**config.mk**
```make
export PLATFORM = sky130hd
export DESIGN_NAME = text_cursor_ctrl
export DESIGN_NICKNAME = d
export VERILOG_FILES = /design/src/rtl/text_pkg.sv /design/src/rtl/text_byte_decode.sv /design/src/rtl/text_cursor_ctrl.sv
export SDC_FILE = /design/constraint.sdc
export NUM_CORES = 1
export LEC_CHECK = 0
export BUFFER_PORTS_ARGS = -buffer_cell sky130_fd_sc_hd__clkbuf_2
export CAP_MARGIN = 5
export CORE_MARGIN = 3
export CORE_UTILIZATION = 58
export DETAILED_ROUTE_END_ITERATION = 7
export GPL_ROUTABILITY_DRIVEN = 0
export HOLD_SLACK_MARGIN = 0.1
export PLACE_DENSITY_LB_ADDON = 0.15
export SLEW_MARGIN = 25
export SYNTH_ARGS = -nofsm -noshare
export SYNTH_HDL_FRONTEND = slang
export SYNTH_SLANG_ARGS = --single-unit
export TNS_END_PERCENT = 10
```
**constraint.sdc**
```tcl
create_clock -name clk -period 3.1 [get_ports clk]
set_clock_uncertainty 0.2 [all_clocks]
set_input_delay 0 -clock clk [delete_from_list [all_inputs] [get_ports clk]]
set_output_delay 0 -clock clk [all_outputs]
set_load 0.01 [all_outputs]
```
**src/rtl/text_pkg.sv**
```systemverilog
// rtl/text_pkg.sv - shared constants, byte classes and FSM states for the text cursor controller
package text_pkg;

  // Screen geometry; the address is {row[4:0], col[4:0]}
  localparam int COLS = 32;
  localparam int ROWS = 28;
  localparam logic [3:0] BLANK_CODE = 4'd10;

  localparam logic [4:0] COL_LAST = 5'(COLS - 1);
  localparam logic [4:0] ROW_LAST = 5'(ROWS - 1);
  localparam logic [9:0] LINE_LAST = {5'd0, COL_LAST};
  localparam logic [9:0] SCR_LAST = 10'(ROWS * COLS - 1);

  // ASCII codes with special meaning
  localparam logic [7:0] CHR_CR = 8'h0D;
  localparam logic [7:0] CHR_LF = 8'h0A;
  localparam logic [7:0] CHR_BS = 8'h08;
  localparam logic [7:0] CHR_FF = 8'h0C;
  localparam logic [7:0] CHR_SP = 8'h20;
  localparam logic [7:0] CHR_0 = 8'h30;

  typedef enum logic [1:0] {
    IDLE,
    CLR_LINE,
    CLR_SCR
  } state_t;

  typedef enum logic [2:0] {
    CLS_NONE,
    CLS_PRINT,
    CLS_CR,
    CLS_LF,
    CLS_BS,
    CLS_FF
  } byte_class_t;

endpackage

```
**src/rtl/text_byte_decode.sv**
```systemverilog
// rtl/text_byte_decode.sv - combinational byte to {class, glyph code} decoder
module text_byte_decode
  import text_pkg::*;
(
  input  logic [7:0]  data,
  output byte_class_t cls,
  output logic [3:0]  code
);

  // Digits map to their value (low nibble of 0x30..0x39); space maps to the blank glyph
  always_comb begin
    cls  = CLS_NONE;
    code = BLANK_CODE;
    if (data >= CHR_0 && data <= (CHR_0 + 8'd9)) begin
      cls  = CLS_PRINT;
      code = data[3:0];
    end else begin
      case (data)
        CHR_SP: cls = CLS_PRINT;
        CHR_CR: cls = CLS_CR;
        CHR_LF: cls = CLS_LF;
        CHR_BS: cls = CLS_BS;
        CHR_FF: cls = CLS_FF;
        default: cls = CLS_NONE;
      endcase
    end
  end

endmodule

```
**src/rtl/text_cursor_ctrl.sv**
```systemverilog
// rtl/text_cursor_ctrl.sv - character RAM write sequencer with cursor, control codes and clears
module text_cursor_ctrl
  import text_pkg::*;
(
  input  logic       clk,
  input  logic       rst,
  input  logic       rx_strobe,
  input  logic [7:0] rx_data,
  input  logic       clear_req,
  output logic       wr_en,
  output logic [9:0] wr_addr,
  output logic [7:0] wr_data,
  output logic [4:0] cur_row,
  output logic [4:0] cur_col,
  output logic       busy,
  output logic       overrun
);

  state_t      state, state_d;
  logic [9:0]  clr_idx, clr_idx_d;
  logic        pend_valid;
  logic [7:0]  pend_data;
  logic [4:0]  row_d, col_d;
  logic        wr_en_d;
  logic [9:0]  addr_d;
  logic [3:0]  code_d;

  logic        idle_free, proc_pend, take_direct, act_valid;
  logic        drop, latch_pend;
  logic [7:0]  act_byte;
  byte_class_t act_cls;
  logic [3:0]  act_code;
  logic [4:0]  row_next;
  logic        col_last;

  // A clear request claims the cycle, so bytes only act in IDLE without one
  assign idle_free   = (state == IDLE) && !clear_req;
  assign proc_pend   = idle_free && pend_valid;
  assign take_direct = idle_free && !pend_valid && rx_strobe;
  assign act_valid   = proc_pend || take_direct;
  assign act_byte    = pend_valid ? pend_data : rx_data;

  // A strobe that cannot act directly is parked, unless the slot stays occupied
  assign drop       = rx_strobe && pend_valid && !proc_pend;
  assign latch_pend = rx_strobe && !take_direct && !drop;

  assign row_next = (cur_row == ROW_LAST) ? 5'd0 : cur_row + 5'd1;
  assign col_last = (cur_col == COL_LAST);
  assign busy     = (state != IDLE);

  text_byte_decode u_decode (
    .data (act_byte),
    .cls  (act_cls),
    .code (act_code)
  );

  // State register
  always_ff @(posedge clk or negedge rst) begin
    if (!rst) begin
      state <= IDLE;
    end else begin
      state <= state_d;
    end
  end

  // Next-state logic and clear sweep index
  always_comb begin
    state_d   = state;
    clr_idx_d = clr_idx;
    if (clear_req) begin
      state_d   = CLR_SCR;
      clr_idx_d = 10'd0;
    end else begin
      case (state)
        IDLE: begin
          if (act_valid) begin
            case (act_cls)
              CLS_PRINT: begin
                if (col_last) begin
                  state_d   = CLR_LINE;
                  clr_idx_d = 10'd0;
                end
              end
              CLS_LF: begin
                state_d   = CLR_LINE;
                clr_idx_d = 10'd0;
              end
              CLS_FF: begin
                state_d   = CLR_SCR;
                clr_idx_d = 10'd0;
              end
              default: ;
            endcase
          end
        end
        CLR_LINE: begin
          if (clr_idx == LINE_LAST) begin
            state_d = IDLE;
          end else begin
            clr_idx_d = clr_idx + 10'd1;
          end
        end
        CLR_SCR: begin
          if (clr_idx == SCR_LAST) begin
            state_d = IDLE;
          end else begin
            clr_idx_d = clr_idx + 10'd1;
          end
        end
        default: state_d = IDLE;
      endcase
    end
  end

  // Output logic: next cursor position and the write command for the coming cycle
  always_comb begin
    row_d   = cur_row;
    col_d   = cur_col;
    wr_en_d = 1'b0;
    addr_d  = wr_addr;
    code_d  = wr_data[3:0];
    if (clear_req) begin
      row_d = 5'd0;
      col_d = 5'd0;
    end else begin
      case (state)
        IDLE: begin
          if (act_valid) begin
            case (act_cls)
              CLS_PRINT: begin
                wr_en_d = 1'b1;
                addr_d  = {cur_row, cur_col};
                code_d  = act_code;
                if (col_last) begin
                  col_d = 5'd0;
                  row_d = row_next;
                end else begin
                  col_d = cur_col + 5'd1;
                end
              end
              CLS_CR: col_d = 5'd0;
              CLS_LF: begin
                col_d = 5'd0;
                row_d = row_next;
              end
              CLS_BS: begin
                if (cur_col != 5'd0) begin
                  col_d   = cur_col - 5'd1;
                  wr_en_d = 1'b1;
                  addr_d  = {cur_row, cur_col - 5'd1};
                  code_d  = BLANK_CODE;
                end
              end
              CLS_FF: begin
                row_d = 5'd0;
                col_d = 5'd0;
              end
              default: ;
            endcase
          end
        end
        CLR_LINE: begin
          wr_en_d = 1'b1;
          addr_d  = {cur_row, clr_idx[4:0]};
          code_d  = BLANK_CODE;
        end
        CLR_SCR: begin
          wr_en_d = 1'b1;
          addr_d  = clr_idx;
          code_d  = BLANK_CODE;
        end
        default: ;
      endcase
    end
  end

  // Datapath registers: cursor, sweep index, write port, pending slot, overrun pulse
  always_ff @(posedge clk or negedge rst) begin
    if (!rst) begin
      cur_row    <= 5'd0;
      cur_col    <= 5'd0;
      clr_idx    <= 10'd0;
      wr_en      <= 1'b0;
      wr_addr    <= 10'd0;
      wr_data    <= 8'd0;
      pend_valid <= 1'b0;
      pend_data  <= 8'd0;
      overrun    <= 1'b0;
    end else begin
      cur_row <= row_d;
      cur_col <= col_d;
      clr_idx <= clr_idx_d;
      wr_en   <= wr_en_d;
      wr_addr <= addr_d;
      wr_data <= {4'd0, code_d};
      overrun <= drop;
      if (latch_pend) begin
        pend_valid <= 1'b1;
        pend_data  <= rx_data;
      end else if (proc_pend) begin
        pend_valid <= 1'b0;
      end
    end
  end

endmodule

```
==> results.py, run 1 <==
metrics = {
    "worst_setup_path": {
        "cp_max_fo": 14,
        "ff2ff_path_depth": 7,
        "rr_endpoint": "wr_addr[9]",
        "cp.required_ns": 3.08,
        "worstSetupEndpointType": "flip-flop",
        "crit_type": "reg2reg",
        "cp-startpoint": "pend_valid",
        "worstPathArrival_ns": 2.91,
        "worst_setup_path_start_kind": "flip-flop",
        "critPathCapture": "wr_addr[9]",
        "reg2reg_slack_ns": 0.18,
        "r2r-start": "pend_valid",
    },
    "timing": {
        "tightest_slew_ns": 0.860,
        "relSlewSlack_pct": 42.7,
        "rsz0062_at_grt": "no",
        "maxSlewViolCount": 0,
        "period_share_pct": 94.3,
        "worst_slack_ns": 0.178,
        "period_minus_slack_ns": 2.92,
        "max_clock_freq_mhz": 342,
        "fin_hold_ws_ns": 0.132,
        "finalHoldViolCount": 0,
        "setup_viol": 0,
    },
    "cts": {
        "cts.reportedPaths.clkPinSlew_ns": 0.09,
        "h-tree-depth": 2,
        "cts_tree": "done",
        "clock_sinks": 47,
        "clock-root-buffer": "clkbuf_8",
        "cts_buffer_depth": 2,
        "cts_made_buffers": 5,
        "insertion_delay_ns": 0.30,
        "cts_setup_buffers": 0,
    },
    "logic_synthesis": {
        "syn_area_mm2": 0.00303,
        "synthArstFlopShare_pct": 100,
        "ys_ff_latch": 47,
        "synth.avg_cell_area_um2": 9.42,
        "synth.largest_area_cell": "dfrtp_1",
        "synth_edf_count": 0,
        "yosys_warnings": 0,
        "synth.distinct_cells": 59,
        "synth_cells": 322,
        "synth-main-ff-cell": "dfrtp_1",
        "seq_area_frac_synth_pct": 38.8,
        "netlist.area_leader.share_pct": 38.8,
        "synth_area_leaders": "dfrtp_1 39%, mux2_2 5.6%, nand2_1 4.9%",
    },
    "global_routing": {
        "first_global_vias": 2680,
        "grt_overflow": 0,
        "antenna_found_initial": 0,
        "grt_max_degree": 35,
        "grt_pass1_wl_um": 12200,
        "track_usage_pct": 24.5,
    },
    "cells_and_area": {
        "regArea_mm2": 0.00118,
        "final_core_util_pct": 73.6,
        "final_nets": 403,
        "diodes": 0,
        "synthToLayoutAreaGrowth_pct": 18.4,
        "fillers": 378,
        "drive_above_1_share_pct": 22.3,
        "multi_input_area_mm2": 0.00178,
    },
    "routing": {
        "wl_um": 7060,
        "routed_via_density": 5.92,
        "drc": 0,
        "drt_first_pass_iters": 4,
        "drtIter0Drc": 192,
        "vias": 2654,
        "wl_per_cell_um": 15.8,
        "ant_nets": 0,
    },
    "floorplan": {
        "die_h_um": 78.3,
        "die_area_mm2": 0.00613,
        "dieWidth_um": 78.3,
        "num_rows": 25,
        "ios": 43,
        "core_mm2": 0.00488,
        "start_util_pct": 62.2,
    },
    "placed_design": {
        "hpwl_um": 4970,
        "portBuffers": 38,
        "place_ws_ns": -0.0217,
    },
    "pwr": {
        "p_per_area_mw_per_mm2": 446,
        "vdd_drop_max_v": 0.000362,
        "power_leakage_nw": 1.57,
    },
    "flow_run": {
        "cap_violations": 0,
    },
    "status": {
        "status": "complete, no violations",
    },
    "worst_hold_path": {
        "holdCritPathClass": "in2async",
    },
}
## per-stage QoR
stage	setup TNS [ns]	cells	total power, mW	area [µm²]
2_1_floorplan	0	325	1.06	3050
3_3_place_gp	0	429	1.20	3360
3_5_place_dp	-0.0372	429	1.21	3360
4_1_cts	0	448	1.59	3560
5_1_grt	0	448	1.70	3590
6_report	0	448	1.60	3590
## layout by cell type, fill, tap and decap left out, types with 3 or more instances in the layout
| cell type | count |
|---|---|
| dfrtp_1 | 47 |
| nand2_1 | 40 |
| clkbuf_2 | 38 |
| o21ai_0 | 15 |
| mux2_2 | 15 |
| buf_4 | 15 |
| nor2_1 | 14 |
| a21oi_1 | 14 |
| nand3_1 | 12 |
| inv_1 | 11 |
| ha_1 | 11 |
| dlygate4sd3_1 | 11 |
| nor3_1 | 10 |
| or4b_1 | 8 |
| mux2_1 | 8 |
| a31oi_1 | 8 |
| or4_1 | 7 |
| xor2_1 | 6 |
| mux2i_1 | 5 |
| a32o_1 | 5 |
| clkbuf_8 | 5 |
| or3_1 | 4 |
| nor2b_1 | 4 |
| conb_1 | 4 |
| and3_1 | 3 |
| nor4b_1 | 3 |
| nor4_1 | 3 |
| o21a_1 | 3 |
| o211ai_1 | 3 |
| a211oi_1 | 3 |
| nand3b_1 | 3 |
## layer usage
| layer | vias to the layer above | part of all wire [%] | GRT usage, % |
|---|---|---|---|
| li1 | 1309 | - | - |
| met1 | 1280 | 45 | 31.2 |
| met2 | 59 | 51 | 42.7 |
| met3 | 6 | 3.2 | 4.01 |
| met4 | 0 | 1.0 | 7.52 |
| met5 | - | 0 | 0 |
## timing repair
item                                    in CTS  in global routing
endpoints found under the setup margin       7                  7
hold buffers                                11                  0
pin swaps                                    0                  1
hold endpoints to repair                    66                  0
gates resized for setup                      1                  3
## layout make-up
class | count | area share (%)
tap | 67 | 2.33
sequential | 47 | 32.7
timing repair buffer | 65 | 12.0
clock buffer | 7 | 2.12
inverter | 11 | 1.15
multi-input combinational | 250 | 49.5
clock inverter | 1 | 0.139
## flip-flops by register name, summed over array words and instances (netlist names)
signal      count
clr_idx        10
wr_addr        10
pend_data       8
cur_col         5
cur_row         5
wr_data         4
state           2
overrun         1
pend_valid      1
wr_en           1
## logic make-up after synthesis
kind of cell	count (synthesis)	share of synthesized area, %
adders and majority gates	12	4.87
buffers and inverters	28	4.33
xor gates and xnor gates	7	2.02
DFF	47	38.8
muxes	28	10.2
AOI/OAI and AO/OA	72	16.4
other	1	0.124
and+or+nand+nor	127	23.3
## worst min-delay path by stage
| stage | slack (ns) | cells after the start | endpoint | start |
|---|---|---|---|---|
| final | 0.13 | 2 | state[1] | rst |
| after CTS | 0.15 | 2 | wr_data[1] | rst |
| after global routing | 0.20 | 2 | state[1] | rst |
| after detailed placement | -0.05 | 1 | cur_row[2] | rst |
| after floorplan | -0.50 | 0 | clr_idx[0] | rst |
| after global placement | -0.05 | 1 | cur_row[3] | rst |
## report_power, final
group          switching [mW]  internal, mW  total [mW]  leakage (nW)
combinational           0.278         0.215       0.493         0.914
clock                   0.203         0.159       0.362        0.0422
sequential             0.0669         0.680       0.746         0.616
## cells in the mapped netlist, drive strengths merged (2+ instances only)
cell    count
dfrtp      47
nand2      40
mux2       23
o21ai      18
a21oi      14
nor2       14
nand3      12
ha         11
inv        11
nor3       10
clkbuf      9
or4b        9
a31oi       8
buf         8
or4         7
xor2        6
a32o        5
mux2i       5
a211oi      4
nor2b       4
or3         4
and3        3
nand3b      3
nor4        3
nor4b       3
o211ai      3
o21a        3
o32ai       3
and4b       2
nand2b      2
nand4       2
nor3b       2
o21bai      2
o22ai       2
or2         2
or3b        2
## worst max-delay path: stages, from the launching register on
cell       delay, ns
dfrtp_1         0.47
or4b_2          0.70
a2bb2oi_1       0.20
o32ai_1         0.39
a21oi_1         0.12
o2bb2ai_2       0.20
buf_12          0.18
mux2_2          0.35
(Power assumes the default switching activity.)
==> run 2, diff against run 1 <==
Settings changed: ABC_CLOCK_PERIOD_IN_PS set to 3100, CORE_UTILIZATION 58 to 45.
==> run 2 against run 1 <==
Die area is 27% higher. Core utilization is 18 points lower. Combinational power about the same. First-iteration DRC count down 40%. Setup slack better by 0.013 ns. Clock power increased by 5.8%. Critical path type unchanged. Largest power group unchanged.
==> results.py, run 2 (same netlist as run 1, synthesis figures left out) <==
metrics = {
    "cells_and_area": {
        "diodes": 0,
        "fin_area_mm2": 0.00362,
        "synthToLayoutAreaGrowth_pct": 19.3,
        "final_cells": 461,
        "drive_above_1_share_pct": 24.2,
        "final_nets": 407,
        "final_core_util_pct": 56.1,
        "top_regs": "clr_idx: 10 flops, wr_addr: 10 flops, pend_data: 8 flops",
        "final_common_cell": "dfrtp_1",
        "layout_common_cells": "47 x dfrtp_1, 40 x nand2_1, 37 x clkbuf_2, 20 x buf_4",
    },
    "timing": {
        "fin_tns_setup_ns": 0,
        "maxSlewViolCount": 0,
        "finalHoldViolCount": 0,
        "fin_hold_ws_ns": 0.147,
        "max_clock_freq_mhz": 344,
        "period_minus_slack_ns": 2.91,
        "worst_slack_ns": 0.191,
        "setup_viol": 0,
        "tightest_slew_ns": 0.841,
        "rsz0062_at_grt": "no",
        "period_share_pct": 93.8,
        "relSlewSlack_pct": 44.0,
    },
    "pwr": {
        "vdd_drop_max_v": 0.000301,
        "power.switching_mw": 0.544,
        "power_leakage_nw": 1.59,
        "switching_share_pct": 33.5,
        "power_frac_comb_pct": 30.4,
        "p_seq_share_pct": 46.1,
        "p_per_area_mw_per_mm2": 449,
        "p_total_mw": 1.62,
        "power.clock.fraction_pct": 23.6,
        "power.internal_mw": 1.08,
    },
    "placed_design": {
        "portBuffers": 38,
        "dp.cells": 443,
        "place_area_mm2": 0.00339,
        "hpwl_um": 5250,
        "place_ws_ns": 0.109,
    },
    "routing": {
        "routed_via_density": 5.77,
        "drt_first_pass_iters": 4,
        "wl_per_cell_um": 15.7,
        "vias": 2659,
        "ant_nets": 0,
        "wl_um": 7230,
        "drtIter0Drc": 115,
        "drc": 0,
    },
    "cts": {
        "cts_made_buffers": 5,
        "cts_buffer_depth": 2,
        "clock_sinks": 47,
        "h-tree-depth": 2,
        "cts.reportedPaths.clkPinSlew_ns": 0.09,
        "clock-root-buffer": "clkbuf_8",
        "cts_setup_buffers": 0,
        "insertion_delay_ns": 0.30,
        "cts_tree": "done",
    },
    "floorplan": {
        "start_util_pct": 47.0,
        "die_h_um": 88.1,
        "ios": 43,
        "die_area_mm2": 0.00776,
        "core_mm2": 0.00646,
        "num_rows": 29,
        "dieWidth_um": 88.1,
    },
    "global_routing": {
        "first_global_vias": 2663,
        "grt_overflow": 0,
        "grt_max_degree": 38,
        "grt_pass1_wl_um": 12400,
        "track_usage_pct": 19.9,
        "antenna_found_initial": 0,
    },
    "worst_setup_path": {
        "r2r-start": "pend_valid",
        "reg2reg_slack_ns": 0.19,
        "cp.required_ns": 3.11,
        "worstPathArrival_ns": 2.92,
        "crit_type": "reg2reg",
        "ff2ff_path_depth": 7,
        "worst_setup_path_start_kind": "flip-flop",
        "rr_endpoint": "clr_idx[5]",
        "cp_max_fo": 12,
        "worstSetupEndpointType": "flip-flop",
    },
    "worst_hold_path": {
        "holdCritPathClass": "in2async",
    },
    "status": {
        "status": "complete, no violations",
    },
    "flow_run": {
        "cap_violations": 0,
    },
}
## run 2: worst max path at each step
stage / slack [ns] / cells past startpoint / to / startpoint
floorplan: 0.25 / 6 / wr_addr[1] / pend_valid
global placement: 0.22 / 6 / cur_row[4] / pend_valid
detailed placement: 0.11 / 6 / cur_row[0] / pend_valid
CTS: 0.07 / 6 / cur_row[0] / pend_valid
global route: 0.009 / 8 / wr_addr[2] / pend_valid
finish: 0.19 / 7 / clr_idx[5] / pend_valid
## run 2: critical path: stages, from the launching register on
cell,delay (ns)
dfrtp_1,0.47
or4b_2,0.70
a2bb2oi_1,0.19
o32ai_2,0.27
o311ai_2,0.14
buf_4,0.21
or4b_1,0.47
a31oi_1,0.18
## run 2: final cells by class
| class | count | area [µm²] |
|---|---|---|
| clock inverters | 1 | 5.00 |
| inverters | 11 | 41.3 |
| repair buffers | 69 | 450 |
| fillers | 602 | 2840 |
| well taps | 77 | 96.3 |
| flip-flops and latches | 47 | 1180 |
| clock buffers | 6 | 82.6 |
| multi-input cells | 250 | 1770 |
## run 2: layer usage
metal | vias to the layer above | wire, µm | GRT usage [%]
met4 | 0 | 70 | 5.63
met2 | 39 | 3510 | 34.2
met5 | - | 0 | 0
met1 | 1293 | 3500 | 26.2
li1 | 1320 | - | -
met3 | 7 | 157 | 2.63
## run 2: what timing repair did
item | in CTS | in global routing
endpoints found under the hold margin | 67 | 0
gates resized for setup | 0 | 5
hold buffers | 11 | 0
setup endpoints to repair | 0 | 19
## run 2: power by group through the flow
stage / registers (mW) / logic [mW] / clock network (mW)
floorplan: 0.745 / 0.318 / 0
global placement: 0.754 / 0.463 / 0
detailed placement: 0.757 / 0.466 / 0
CTS: 0.744 / 0.480 / 0.401
global route: 0.763 / 0.546 / 0.427
finish: 0.748 / 0.494 / 0.383
